**src/rtl/accel_pkg.sv**
```systemverilog
// Shared constants and types for the partial-sum output packer.
// Holds the packer state encoding, control-register bit positions and a frame-length helper.
package accel_pkg;

    localparam int BIT_WIDTH    = 8;
    localparam int NUM_KERNEL   = 4;
    localparam int REG_WIDTH    = 32;
    localparam int LANE_DEPTH   = 8;
    localparam int CTRL_EN_BIT  = 0;
    localparam int CTRL_CLR_BIT = 1;

    typedef enum logic [1:0] {
        IDLE = 2'd0,
        RUN  = 2'd1,
        DONE = 2'd2
    } packer_state_t;

    // A programmed frame length of zero still means a single word.
    function automatic logic [REG_WIDTH-1:0] last_word_index(input logic [REG_WIDTH-1:0] cnt);
        return (cnt == '0) ? '0 : cnt - 1'b1;
    endfunction

endpackage

```
**src/rtl/lane_fifo.sv**
```systemverilog
// Synchronous first-word-fall-through lane FIFO with write bypass.
// A push into an empty FIFO is visible on dout/avail in the same cycle, so a value can be popped as it arrives.
module lane_fifo #(
    parameter int WIDTH = 8,
    parameter int DEPTH = 8
) (
    input  logic             clk,
    input  logic             srst,
    input  logic             flush,
    input  logic             push,
    input  logic [WIDTH-1:0] din,
    input  logic             pop,
    output logic [WIDTH-1:0] dout,
    output logic             avail,
    output logic             full,
    output logic             empty
);

    localparam int AW = $clog2(DEPTH);

    logic [WIDTH-1:0] mem [DEPTH];
    logic [AW:0]      wr_ptr_reg;
    logic [AW:0]      rd_ptr_reg;
    logic             bypass;
    logic             do_write;
    logic             do_read;

    assign empty = (wr_ptr_reg == rd_ptr_reg);
    assign full  = (wr_ptr_reg[AW] != rd_ptr_reg[AW]) &&
                   (wr_ptr_reg[AW-1:0] == rd_ptr_reg[AW-1:0]);

    // Value that arrives and leaves in the same cycle never touches the array.
    assign bypass   = empty && push && pop;
    assign do_write = push && (!full || pop) && !bypass;
    assign do_read  = pop && !empty;

    assign avail = !empty || push;
    assign dout  = empty ? din : mem[rd_ptr_reg[AW-1:0]];

    always_ff @(posedge clk) begin
        if (do_write) begin
            mem[wr_ptr_reg[AW-1:0]] <= din;
        end
    end

    always_ff @(posedge clk) begin
        if (srst || flush) begin
            wr_ptr_reg <= '0;
            rd_ptr_reg <= '0;
        end else begin
            if (do_write) begin
                wr_ptr_reg <= wr_ptr_reg + 1'b1;
            end
            if (do_read) begin
                rd_ptr_reg <= rd_ptr_reg + 1'b1;
            end
        end
    end

endmodule

```
**src/rtl/psum_output_packer.sv**
```systemverilog
// Aligns four per-kernel psum lanes and packs them into {kn3,kn2,kn1,kn0} words on a valid/ready stream.
// Optional feature macro PSUM_RELU_EN: clamps negative (signed) lane values to zero at pack time.
module psum_output_packer #(
    parameter int BIT_WIDTH  = 8,
    parameter int NUM_KERNEL = 4,
    parameter int REG_WIDTH  = 32,
    parameter int LANE_DEPTH = 8
) (
    input  logic                            clk,
    input  logic                            rst,
    input  logic [BIT_WIDTH-1:0]            i_psum_kn0,
    input  logic [BIT_WIDTH-1:0]            i_psum_kn1,
    input  logic [BIT_WIDTH-1:0]            i_psum_kn2,
    input  logic [BIT_WIDTH-1:0]            i_psum_kn3,
    input  logic                            i_psum_kn0_val,
    input  logic                            i_psum_kn1_val,
    input  logic                            i_psum_kn2_val,
    input  logic                            i_psum_kn3_val,
    output logic [BIT_WIDTH*NUM_KERNEL-1:0] o_data,
    output logic                            o_data_val,
    input  logic                            i_data_rdy,
    output logic                            o_data_last,
    output logic                            o_busy,
    output logic                            o_err_ovf,
    input  logic [REG_WIDTH-1:0]            i_conf_ctrl,
    input  logic [REG_WIDTH-1:0]            i_conf_cnt,
    input  logic [REG_WIDTH-1:0]            i_conf_knx
);

    import accel_pkg::*;

    localparam int WORD_WIDTH = BIT_WIDTH * NUM_KERNEL;

    packer_state_t state_reg;
    packer_state_t state_next;

    logic [REG_WIDTH-1:0]  last_idx_reg;
    logic [REG_WIDTH-1:0]  word_cnt_reg;
    logic [NUM_KERNEL-1:0] knx_reg;
    logic [WORD_WIDTH-1:0] data_reg;
    logic                  val_reg;
    logic                  err_reg;

    logic [BIT_WIDTH-1:0]  psum_in   [NUM_KERNEL];
    logic [BIT_WIDTH-1:0]  lane_dout [NUM_KERNEL];
    logic [BIT_WIDTH-1:0]  lane_val  [NUM_KERNEL];
    logic [NUM_KERNEL-1:0] psum_in_val;
    logic [NUM_KERNEL-1:0] lane_push;
    logic [NUM_KERNEL-1:0] lane_pop;
    logic [NUM_KERNEL-1:0] lane_avail;
    logic [NUM_KERNEL-1:0] lane_full;
    logic [NUM_KERNEL-1:0] lane_empty;
    logic [NUM_KERNEL-1:0] lane_ok;
    logic [NUM_KERNEL-1:0] lane_ovf;
    logic [WORD_WIDTH-1:0] packed_word;

    logic ctrl_en;
    logic ctrl_clr;
    logic running;
    logic abort;
    logic flush;
    logic handshake;
    logic is_last;
    logic pack;
    logic unused_conf;

    assign psum_in[0] = i_psum_kn0;
    assign psum_in[1] = i_psum_kn1;
    assign psum_in[2] = i_psum_kn2;
    assign psum_in[3] = i_psum_kn3;
    assign psum_in_val = {i_psum_kn3_val, i_psum_kn2_val, i_psum_kn1_val, i_psum_kn0_val};

    assign ctrl_en     = i_conf_ctrl[CTRL_EN_BIT];
    assign ctrl_clr    = i_conf_ctrl[CTRL_CLR_BIT];
    assign unused_conf = ^{i_conf_ctrl[REG_WIDTH-1:2], i_conf_knx[REG_WIDTH-1:NUM_KERNEL]};

    assign running   = (state_reg == RUN) && ctrl_en;
    assign abort     = (state_reg == RUN) && !ctrl_en;
    // Lanes only hold data while a frame is running; anything left over is discarded.
    assign flush     = (state_reg != RUN) || !ctrl_en;
    assign handshake = val_reg && i_data_rdy;
    assign is_last   = val_reg && (word_cnt_reg == last_idx_reg);

    // The final word must not be chased by another one, or it would be stranded in DONE.
    assign pack = running && (knx_reg != '0) && (&lane_ok) &&
                  (!val_reg || (i_data_rdy && !is_last));

    generate
        for (genvar gi = 0; gi < NUM_KERNEL; gi++) begin : g_lane
            assign lane_push[gi] = running && knx_reg[gi] && psum_in_val[gi];
            assign lane_pop[gi]  = pack && knx_reg[gi];
            assign lane_ok[gi]   = !knx_reg[gi] || lane_avail[gi];
            assign lane_ovf[gi]  = lane_push[gi] && lane_full[gi] && !lane_pop[gi];

`ifdef PSUM_RELU_EN
            assign lane_val[gi] = lane_dout[gi][BIT_WIDTH-1] ? '0 : lane_dout[gi];
`else
            assign lane_val[gi] = lane_dout[gi];
`endif

            assign packed_word[gi*BIT_WIDTH +: BIT_WIDTH] = knx_reg[gi] ? lane_val[gi] : '0;

            lane_fifo #(
                .WIDTH (BIT_WIDTH),
                .DEPTH (LANE_DEPTH)
            ) u_lane_fifo (
                .clk   (clk),
                .srst  (rst),
                .flush (flush),
                .push  (lane_push[gi]),
                .din   (psum_in[gi]),
                .pop   (lane_pop[gi]),
                .dout  (lane_dout[gi]),
                .avail (lane_avail[gi]),
                .full  (lane_full[gi]),
                .empty (lane_empty[gi])
            );
        end
    endgenerate

    always_comb begin
        state_next = state_reg;
        case (state_reg)
            IDLE: begin
                if (ctrl_en) begin
                    state_next = RUN;
                end
            end
            RUN: begin
                if (!ctrl_en) begin
                    state_next = IDLE;
                end else if (handshake && is_last) begin
                    state_next = DONE;
                end
            end
            DONE: begin
                if (!ctrl_en) begin
                    state_next = IDLE;
                end
            end
            default: state_next = IDLE;
        endcase
    end

    always_ff @(posedge clk) begin
        if (rst) begin
            state_reg <= IDLE;
        end else begin
            state_reg <= state_next;
        end
    end

    always_ff @(posedge clk) begin
        if (rst) begin
            last_idx_reg <= '0;
            knx_reg      <= '0;
        end else if ((state_reg == IDLE) && ctrl_en) begin
            last_idx_reg <= last_word_index(i_conf_cnt);
            knx_reg      <= i_conf_knx[NUM_KERNEL-1:0];
        end
    end

    always_ff @(posedge clk) begin
        if (rst || abort) begin
            data_reg <= '0;
            val_reg  <= 1'b0;
        end else if (pack) begin
            data_reg <= packed_word;
            val_reg  <= 1'b1;
        end else if (handshake) begin
            val_reg  <= 1'b0;
        end
    end

    always_ff @(posedge clk) begin
        if (rst || abort || (state_reg == IDLE)) begin
            word_cnt_reg <= '0;
        end else if (handshake) begin
            word_cnt_reg <= is_last ? '0 : word_cnt_reg + 1'b1;
        end
    end

    // Clear wins over an overflow reported in the same cycle.
    always_ff @(posedge clk) begin
        if (rst || ctrl_clr) begin
            err_reg <= 1'b0;
        end else if (|lane_ovf) begin
            err_reg <= 1'b1;
        end
    end

    assign o_data      = data_reg;
    assign o_data_val  = val_reg;
    assign o_data_last = is_last;
    assign o_busy      = (state_reg != IDLE);
    assign o_err_ovf   = err_reg;

endmodule

```
**config.mk**
```make
export PLATFORM = sky130hd
export DESIGN_NAME = psum_output_packer
export DESIGN_NICKNAME = d
export VERILOG_FILES = /design/src/rtl/accel_pkg.sv /design/src/rtl/lane_fifo.sv /design/src/rtl/psum_output_packer.sv
export SDC_FILE = /design/constraint.sdc
export NUM_CORES = 1
export LEC_CHECK = 0
export CAP_MARGIN = 20
export CORE_MARGIN = 1
export CORE_UTILIZATION = 45
export CTS_CLUSTER_DIAMETER = 80
export DETAILED_ROUTE_END_ITERATION = 12
export DONT_BUFFER_PORTS = 1
export PLACE_DENSITY_LB_ADDON = 0.12
export SETUP_SLACK_MARGIN = 0.5
export SKIP_LAST_GASP = 1
export SLEW_MARGIN = 20
export SYNTH_ARGS = -nofsm -noshare
export SYNTH_HDL_FRONTEND = slang
export SYNTH_SLANG_ARGS = --single-unit
```
**constraint.sdc**
```tcl
create_clock -name clk -period 3.73 [get_ports clk]
set_input_delay 0.5595 -clock clk [delete_from_list [all_inputs] [get_ports clk]]
set_output_delay 0.5595 -clock clk [all_outputs]
set_load 0.02 [all_outputs]
```
==> key figures <==
Clock network
  • Clock Path Buffers: 3
  • Reg clk slew, reported paths: 60 ps
  • # hold bufs at CTS: 0
  • Clock Latency Late Sink: 570 ps
  • CTS tree: done
  • Clock Sinks: 404
  • H-tree levels: 2
  • Total CTS buffers: 44
  • Root Driver: clkbuf_16

Timing
  • Final hold violations: 0
  • Period utilization: 81.4%
  • Pin slew with the least headroom to its limit: 958 ps
  • Setup TNS Final: 0 ps
  • F_max: 329 MHz
  • Unrepaired setup endpoints after global routing: false
  • Slew margin rel.: 36.1%
  • Min Tclk post-route: 3040 ps
  • Slack of the critical path: 692 ps
  • Hold Slack: 71.6 ps
  • Final Max Slew Viols: 0
  • Clock skew: 18.1 ps
  • Final setup violation count: 0

Pwr
  • Power density cells: 470 mW/mm²
  • Maximum VDD drop: 0.314 mV
  • Static Leak: 6.07 nW
  • Power, Total: 9.18 mW

Status
  • Status: completed

Layout
  • Count of non-filler cells in the finished layout: 1859
  • Layout cells sized above 1: 17.8%
  • Net count, final: 1457
  • Area grow syn2layout: 13.4%
  • Largest register FFs: 256
  • Final Util: 51.9%
  • Post-Layout Inst Area: 0.0195 mm²

Worst setup path
  • Critical path, cell by cell: xor2_1, or4_1, o32a_4, nand4_4, nor3_1, or3_4, nor4b_4, buf_4
  • Required time of the worst setup path: 4000 ps
  • Max incr delay on CP: 550 ps
  • Crit path capture type: flop
  • Startpoint class of the critical path: flop
  • Buffer and inverter count on the worst path: 1
  • Critical Path AT: 3300 ps
  • CP top delay family: simple AND/OR/NAND/NOR gates
  • WS Path Type: reg -> reg
  • CP max stage cell: or4_1
  • Largest fanout on the critical path: 12

Synthesis
  • Synth async-reset ratio: 0%
  • Syn Inst Count: 1284
  • Synthesized net count: 1429
  • Distinct cells, synth: 57
  • Post-synth top area cell: edfxtp_1
  • Post-synth EDFFs: 256
  • Largest cells by area after synthesis: edfxtp_1 45%, dfxtp_1 17%, mux4_2 8.4%
  • #FFs+latches synth: 404
  • Synthesis Warnings: 0
  • Synth Flop Type: edfxtp_1
  • Synthesized area: 0.0172 mm²
  • Register area share after synthesis: 61.8%
  • Post-synth top area share: 44.6%
  • Syn Area/Cell: 13.4 µm²

Floorplanning
  • Die footprint: 0.0391 mm²
  • Core box area: 0.0377 mm²
  • Starting density of the core: 45.8%
  • Num rows: 71
  • Die extent in y: 198 µm
  • Die W: 198 µm
  • Io pins: 171

Route
  • Drt via density: 5.54
  • DR WL/cell: 20.5 µm
  • WL final: 38100 µm
  • Post-route DRC: 0
  • First-pass DRT Iterations: 5
  • Antenna-violating nets left: 0
  • Vias after detailed routing: 10300
  • Drt initial violations: 580

Global routing
  • First-pass GRT wire length: 59600 µm
  • Largest net degree at the start of global routing: 41
  • Global Route Usage Sum: 20.1%
  • Vias in the first global route: 10300
  • Initial antenna violation count: 4
  • Gr ovfl total: 0

Place
  • Dpl hpwl: 24800 µm
  • Port-buffer cells: 0
  • DP Cell Count: 1776
  • Gpl congestion: 0.790
  • Post-place instance area: 0.0181 mm²
  • Setup WS pre-CTS: 400 ps

Hold path
  • Worst Hold Class: in -> reg

Flow run
  • Maxcap violations: 0
## synthesized netlist by cell type, types with 2 or more instances
| master | count |
|---|---|
| a21boi_2 | 4 |
| a21oi_1 | 43 |
| a22oi_1 | 29 |
| a311oi_1 | 2 |
| a31oi_1 | 2 |
| and2_1 | 5 |
| and3_1 | 9 |
| and4_1 | 2 |
| buf_1 | 13 |
| buf_2 | 9 |
| buf_4 | 3 |
| buf_6 | 3 |
| clkbuf_1 | 56 |
| dfxtp_1 | 148 |
| edfxtp_1 | 256 |
| ha_1 | 10 |
| inv_1 | 13 |
| mux2i_1 | 48 |
| mux4_2 | 64 |
| nand2_1 | 115 |
| nand2b_1 | 11 |
| nand3_1 | 22 |
| nand3b_1 | 4 |
| nand4_1 | 27 |
| nand4b_1 | 5 |
| nor2_1 | 110 |
| nor3_1 | 28 |
| nor3b_1 | 2 |
| nor4_1 | 27 |
| nor4b_1 | 6 |
| nor4b_2 | 6 |
| nor4b_4 | 2 |
| o2111ai_1 | 33 |
| o21ai_0 | 6 |
| o311ai_0 | 3 |
| o31ai_1 | 5 |
| o41ai_1 | 2 |
| or2_2 | 2 |
| or3_1 | 10 |
| or3b_2 | 2 |
| or4_1 | 6 |
| xnor2_1 | 67 |
| xor2_1 | 50 |
## per-layer routing
layer / global-route usage (%) / vias to the layer above / wire length, µm
met3: 3.95 / 47 / 1820
li1: - / 4923 / -
met2: 31.8 / 199 / 17900
met1: 28.1 / 5132 / 17700
met4: 6.23 / 2 / 773
met5: 0 / - / 14
## cell usage in the layout, fill, tap and decap left out, types with 13 or more instances in the layout
master,n
inv_1,13
nand2_1,115
mux2i_1,48
buf_4,65
a22oi_1,29
dfxtp_1,144
nand4_1,27
clkbuf_16,44
nor4_1,21
xor2_1,50
edfxtp_1,256
nand3_1,22
a21oi_1,43
o2111ai_1,33
nor3_1,26
mux4_2,64
xnor2_1,67
nor2_1,109
## worst paths after layout
kind              depth (start not counted)                           startpoint  slack [ps]                              end
hold / removal                            1                                  rst          70                  last_idx_reg[8]
hold reg to reg                           2                     last_idx_reg[31]         470                 last_idx_reg[31]
setup reg to reg                          8  g_lane[3].u_lane_fifo.wr_ptr_reg[0]         690  g_lane[2].u_lane_fifo.mem[4][0]
setup / recovery                          8  g_lane[3].u_lane_fifo.wr_ptr_reg[0]         690  g_lane[2].u_lane_fifo.mem[4][0]
## where the power goes
group	total (mW)	internal (mW)	switching [mW]	leakage, nW
Sequential	4.80	4.77	0.0232	3.50
Clock	4.20	2.46	1.74	0.681
Combinational	0.184	0.0710	0.113	1.89
Total	9.18	7.30	1.88	6.07
## final cells by class
cell class	count	area [µm²]
inverter	14	52.6
multi-input combinational	783	6310
timing repair buffer	65	488
antenna	2	5.00
fill	3267	18100
sequential	404	10700
tap	511	639
clock inverter	24	209
clock buffer	56	1190
## repair_timing
item	4_1_cts	5_1_grt
buffers inserted	0	0
gates resized for setup	4	4
endpoints found under the setup margin	80	66
cloned	1	0
pin swaps	1	0
## kinds of logic after synthesis
logic type | after synthesis | synth area share, %
XOR/XNOR | 117 | 5.95
buffers and inverters | 98 | 2.40
adder cells (fa/ha/maj) | 10 | 0.726
flip-flops | 404 | 61.8
AND/OR/NAND/NOR | 408 | 12.3
AO/OA/AOI/OAI | 134 | 5.61
multiplexers | 113 | 11.2
No activity file was read; power rests on OpenSTA's default activity.
